===== config.mk =====
export PLATFORM = sky130hd
export DESIGN_NAME = carry_skip_add_sequencer
export DESIGN_NICKNAME = d
export VERILOG_FILES = /design/src/rtl/carry_skip_add_sequencer.sv
export SDC_FILE = /design/constraint.sdc
export NUM_CORES = 1
export LEC_CHECK = 0
export CAP_MARGIN = 20
export CORE_ASPECT_RATIO = 0.7
export CORE_UTILIZATION = 45
export DETAILED_ROUTE_END_ITERATION = 7
export PLACE_DENSITY = 0.74
export SLEW_MARGIN = 5
export SYNTH_ARGS = -nofsm -noshare
export SYNTH_HDL_FRONTEND = slang
export SYNTH_SLANG_ARGS = --single-unit

===== constraint.sdc =====
create_clock -name clk -period 3.8 [get_ports clk]
set_input_delay 1.14 -clock clk [delete_from_list [all_inputs] [get_ports clk]]
set_output_delay 1.14 -clock clk [all_outputs]
set_load 0.01 [all_outputs]

===== src/rtl/carry_skip_add_sequencer.sv =====
// carry_skip_add_sequencer: multi-cycle W-bit adder (W = N*WORDS) that reuses
// one N-bit carry_skip_adder slice, LSB slice first, with the inter-slice
// carry held in a register. Valid/ready handshake on both sides.
// Optional feature macro: CSA_SEQ_OVF_EN adds the signed-overflow output ovf.

// N-bit carry-skip adder: ripple within each BLOCK_SIZE block, block carry
// bypasses the block when every bit of it propagates.
module carry_skip_adder #(
  parameter int unsigned N          = 8,
  parameter int unsigned BLOCK_SIZE = 4
) (
  input  logic [N-1:0] a,
  input  logic [N-1:0] b,
  input  logic         cin,
  output logic [N-1:0] sum,
  output logic         cout
);

  logic         c;
  logic         blk_cin;
  logic         blk_prop;
  logic [N-1:0] p;

  // Ripple per bit; at each block end, skip the block carry if fully propagating
  always_comb begin
    sum      = '0;
    c        = cin;
    blk_cin  = cin;
    blk_prop = 1'b1;
    p        = a ^ b;
    for (int unsigned i = 0; i < N; i++) begin
      if ((i % BLOCK_SIZE) == 0) begin
        blk_cin  = c;
        blk_prop = 1'b1;
      end
      sum[i]   = p[i] ^ c;
      c        = (a[i] & b[i]) | (p[i] & c);
      blk_prop = blk_prop & p[i];
      if (((i % BLOCK_SIZE) == (BLOCK_SIZE - 1)) || (i == (N - 1))) begin
        if (blk_prop) begin
          c = blk_cin;
        end
      end
    end
    cout = c;
  end

endmodule

module carry_skip_add_sequencer #(
  parameter int unsigned N          = 8,
  parameter int unsigned BLOCK_SIZE = 4,
  parameter int unsigned WORDS      = 4
) (
  input  logic                 clk,
  input  logic                 rst_n,
  input  logic                 in_valid,
  output logic                 in_ready,
  input  logic [N*WORDS-1:0]   a,
  input  logic [N*WORDS-1:0]   b,
  input  logic                 cin,
  output logic                 out_valid,
  input  logic                 out_ready,
  output logic [N*WORDS-1:0]   sum,
  output logic                 cout,
`ifdef CSA_SEQ_OVF_EN
  output logic                 ovf,
`endif
  output logic                 busy
);

  localparam int unsigned W     = N * WORDS;
  localparam int unsigned IDX_W = (WORDS > 1) ? $clog2(WORDS) : 1;

  typedef enum logic [1:0] {
    IDLE = 2'd0,
    RUN  = 2'd1,
    DONE = 2'd2
  } state_t;

  state_t           state_q, state_d;
  logic [W-1:0]     a_q, a_d;
  logic [W-1:0]     b_q, b_d;
  logic [W-1:0]     sum_q, sum_d;
  logic             carry_q, carry_d;
  logic             cout_q, cout_d;
  logic             out_valid_q, out_valid_d;
  logic [IDX_W-1:0] idx_q, idx_d;
`ifdef CSA_SEQ_OVF_EN
  logic             ovf_q, ovf_d;
  logic             a_msb_q, a_msb_d;
  logic             b_msb_q, b_msb_d;
`endif

  logic [N-1:0]     slice_sum;
  logic             slice_cout;
  logic             last_slice;

  carry_skip_adder #(
    .N          (N),
    .BLOCK_SIZE (BLOCK_SIZE)
  ) u_slice (
    .a    (a_q[N-1:0]),
    .b    (b_q[N-1:0]),
    .cin  (carry_q),
    .sum  (slice_sum),
    .cout (slice_cout)
  );

  assign last_slice = (idx_q == IDX_W'(WORDS - 1));

  // Next-state and datapath: accept in IDLE, one slice per RUN cycle, hold in DONE
  always_comb begin
    state_d     = state_q;
    a_d         = a_q;
    b_d         = b_q;
    sum_d       = sum_q;
    carry_d     = carry_q;
    cout_d      = cout_q;
    out_valid_d = out_valid_q;
    idx_d       = idx_q;
`ifdef CSA_SEQ_OVF_EN
    ovf_d       = ovf_q;
    a_msb_d     = a_msb_q;
    b_msb_d     = b_msb_q;
`endif
    case (state_q)
      IDLE: begin
        if (in_valid) begin
          a_d     = a;
          b_d     = b;
          carry_d = cin;
          idx_d   = '0;
`ifdef CSA_SEQ_OVF_EN
          a_msb_d = a[W-1];
          b_msb_d = b[W-1];
`endif
          state_d = RUN;
        end
      end
      RUN: begin
        // Slice result enters at the top so that after WORDS shifts slice 0 sits at the LSBs
        sum_d            = sum_q >> N;
        sum_d[W-1 -: N]  = slice_sum;
        a_d              = a_q >> N;
        b_d              = b_q >> N;
        carry_d          = slice_cout;
        idx_d            = idx_q + 1'b1;
        if (last_slice) begin
          cout_d      = slice_cout;
          out_valid_d = 1'b1;
`ifdef CSA_SEQ_OVF_EN
          ovf_d       = (a_msb_q == b_msb_q) && (slice_sum[N-1] != a_msb_q);
`endif
          state_d     = DONE;
        end
      end
      DONE: begin
        if (out_ready) begin
          out_valid_d = 1'b0;
          state_d     = IDLE;
        end
      end
      default: begin
        state_d = IDLE;
      end
    endcase
  end

  // State and datapath registers, asynchronously cleared
  always_ff @(posedge clk or negedge rst_n) begin
    if (!rst_n) begin
      state_q     <= IDLE;
      a_q         <= '0;
      b_q         <= '0;
      sum_q       <= '0;
      carry_q     <= 1'b0;
      cout_q      <= 1'b0;
      out_valid_q <= 1'b0;
      idx_q       <= '0;
`ifdef CSA_SEQ_OVF_EN
      ovf_q       <= 1'b0;
      a_msb_q     <= 1'b0;
      b_msb_q     <= 1'b0;
`endif
    end else begin
      state_q     <= state_d;
      a_q         <= a_d;
      b_q         <= b_d;
      sum_q       <= sum_d;
      carry_q     <= carry_d;
      cout_q      <= cout_d;
      out_valid_q <= out_valid_d;
      idx_q       <= idx_d;
`ifdef CSA_SEQ_OVF_EN
      ovf_q       <= ovf_d;
      a_msb_q     <= a_msb_d;
      b_msb_q     <= b_msb_d;
`endif
    end
  end

  assign in_ready  = (state_q == IDLE);
  assign busy      = (state_q != IDLE);
  assign out_valid = out_valid_q;
  assign sum       = sum_q;
  assign cout      = cout_q;
`ifdef CSA_SEQ_OVF_EN
  assign ovf       = ovf_q;
`endif

endmodule


==> results <==
-- sequential cells by signal, summed over array words and instances, names as in the netlist --
signal and cells:
a_q 32, idx_q 2, b_q 32, state_q 2, sum 32, carry_q 1
out_valid 1, cout 1
-- worst register-to-register path: cells and delay by family, from the launching register on --
family	cells	cell delay (ns)
adders and majority gates	8	2.61
buffers and inverters	3	0.18
AOI/OAI and AO/OA	1	0.14
DFF	1	0.39
muxes	1	0.28
-- repair_timing --
action                                  4_1_cts  5_1_grt
pin swaps                                     1        1
resized for setup                             4        5
setup buffers                                 0        0
hold buffers                                  0        0
cloned                                        0        0
endpoints found under the setup margin        2        3
-- kinds of logic after synthesis --
logic type | synth area share
simple gates | 0.135
compound gates | 0.181
buf+inv | 0.0525
fa+ha+maj | 0.0602
mux | 0.00249
flops | 0.569
-- report_power, final --
part	total [mW]	internal [mW]	switching [mW]
combinational	1.92	0.859	1.06
sequential	1.86	1.55	0.313
clock	0.922	0.512	0.410
total	4.70	2.92	1.79
-- placed cells by master, fill, tap and decap left out, types with 2 or more instances in the layout --
cell type,count
clkbuf_16,9
buf_12,2
inv_1,7
a21oi_1,3
inv_6,2
fa_1,2
clkdlybuf4s50_1,103
dfrtp_1,102
inv_2,2
clkinv_2,3
nand2b_1,2
fa_2,6
o21ai_1,31
ha_1,9
a22oi_1,47
a22o_1,17
o21ai_0,26
buf_4,10
nand2_1,144
nand4_1,2
-- through the flow --
stage | hold slack [ns] | setup TNS [ns]
floorplan | 0.450 | 0
global placement | 0.456 | -0.0347
detailed placement | 0.469 | -0.157
CTS | 0.486 | 0
global route | 0.495 | 0
finish | 0.479 | 0
-- worst max-delay path by stage --
stage,to,cells past startpoint,from,slack (ns)
2_1_floorplan,sum[31]$_DFFE_PN0P_,13,a_q[0]$_DFFE_PN0P_,0.03
3_3_place_gp,sum[31]$_DFFE_PN0P_,13,a_q[0]$_DFFE_PN0P_,-0.03
3_5_place_dp,sum[31]$_DFFE_PN0P_,13,a_q[0]$_DFFE_PN0P_,-0.14
4_1_cts,sum[31]$_DFFE_PN0P_,13,a_q[0]$_DFFE_PN0P_,0.04
5_1_grt,sum[31]$_DFFE_PN0P_,13,a_q[0]$_DFFE_PN0P_,0.009
6_report,sum[31]$_DFFE_PN0P_,13,a_q[0]$_DFFE_PN0P_,0.13
-- final cells by class --
class / instances / area share
flip-flops and latches: 103 / 0.433
multi-input cells: 299 / 0.293
repair buffers: 115 / 0.192
clock buffers: 9 / 0.0378
well taps: 128 / 0.0269
clock inverters: 7 / 0.0118
inverters: 9 / 0.00567
-- layer usage --
| layer | part of all wire | GRT usage | vias up |
|---|---|---|---|
| met5 | 0 | 0 | - |
| met4 | 0.0062 | 0.0460 | 0 |
| met3 | 0.069 | 0.0632 | 9 |
| met2 | 0.46 | 0.326 | 115 |
| met1 | 0.47 | 0.304 | 1714 |
| li1 | - | - | 1689 |
==> reports/qor.yml <==
layout_setup_ws_ns: 0.134
cts-root-buf: "clkbuf_16"
synth_area_sq_um: 4530
cts_made_buffers: 9
start_util: 0.466
synthTopCellsByCount: "nand2_1 (144), dfrtp_1 (103), a22oi_1 (47), o21ai_1 (30), o21ai_0 (27)"
drv_slew: 0
numPlacedInstances: 654
power.total_mw: 4.70
io_buffers: 104
regArea_sq_um: 2580
synth_top_cell_by_area: "dfrtp_1"
grt-ovfl-total: 0
grt_pass1_vias: 3472
pwr_density_cell_nw_per_um2: 790
fmax_mhz: 273
critPathLaunchType: "register"
insertion_delay_ns: 0.34
crit_path_cell_trace: "inv_2 -> fa_1 -> inv_1 -> fa_2 -> fa_2 -> fa_2 -> mux2_4 -> fa_2 -> fa_2 -> fa_2 -> inv_1 -> fa_1 -> o21ai_1"
netlist_instances: 446
status: "completed"
die_h_um: 85.9
final_util: 0.613
nFillCells: 800
vias: 3527
crit_family: "adder cells"
crit_required_ns: 4.07
placed_cell_area_sq_um: 5650
drt_iter0_drc: 295
dieArea_sq_um: 10500
crit_slowest_cell: "fa_1"
grt_max_degree: 69
htreeDepth: 3
routabilityCongestion: 0.821
core_area_sq_um: 9720
end_kind: "register"
diodes: 0
yosysSeqAreaShare: 0.569
synth.area.top_cells: "dfrtp_1 (57%), nand2_1 (12%), a22oi_1 (7.8%)"
finalCritPeriodShare: 0.965
synth_top_area_share: 0.569
ios: 105
hold_end: "sum[0]$_DFFE_PN0P_"
path_clk_slew_ns: 0.07
hpwl_um: 7110
num_rows: 30
die_x_um: 122
synth_edf_count: 0
reg2reg_slack_ns: 0.13
drc: 0
wl_um: 10400
cpPeakStageDelay_ns: 0.41
ys.flop_type: "dfrtp_1"
crit_arrival_ns: 3.94
r2r_start: "a_q[0]$_DFFE_PN0P_"
cts_tree: "built"
finalCriticalPeriod_ns: 3.67
worst_pin_slew_ns: 0.870
hp-class: "reg2reg"
crit_fanout: 2
layout.cells.non_filler: 670
area_delta_synth_final_pct: 31.5
finalSetupViolations: 0
hold_violations: 0
multiInputGateArea_sq_um: 1740
holdPathStages: 2
post-synth-top-count-cell: "nand2_1"
clk_path_buf_depth: 2
cts.sinks: 103
fin_skew_ns: 0.00562
reg2regPathDepth: 13
synth_seq_cells: 103
drive_gt1_frac: 0.0793
antenna_found_initial: 0
yosysUniqueCellTypes: 26
cellLeakagePower_nw: 2.70
ys_async_sr_fraction: 1.00
drv_cap: 0
rsz0062_at_grt: "false"
drt-wirelength-per-cell_um: 15.5
fin_nets: 623
grt_pass1_wl_um: 17200
peakVddDrop_mv: 0.311
worst-path-buf-inv: 3
place_ws_ns: -0.139
synth_area_per_cell_sq_um: 10.2
firstDrtPassIters: 4
grt_usage: 0.214
syn_nets: 532
hp-start: "sum[0]$_DFFE_PN0P_"
worstSetupPathType: "reg2reg"
routed_via_density: 5.26
ant_nets: 0
max-slew-margin-rel: 0.420
yosysWarnings: 0
design_area_sq_um: 5960
rr_endpoint: "sum[31]$_DFFE_PN0P_"
crit_path_frequent_cell: "fa_2"
Note: power is estimated with default switching activity, not from simulation.
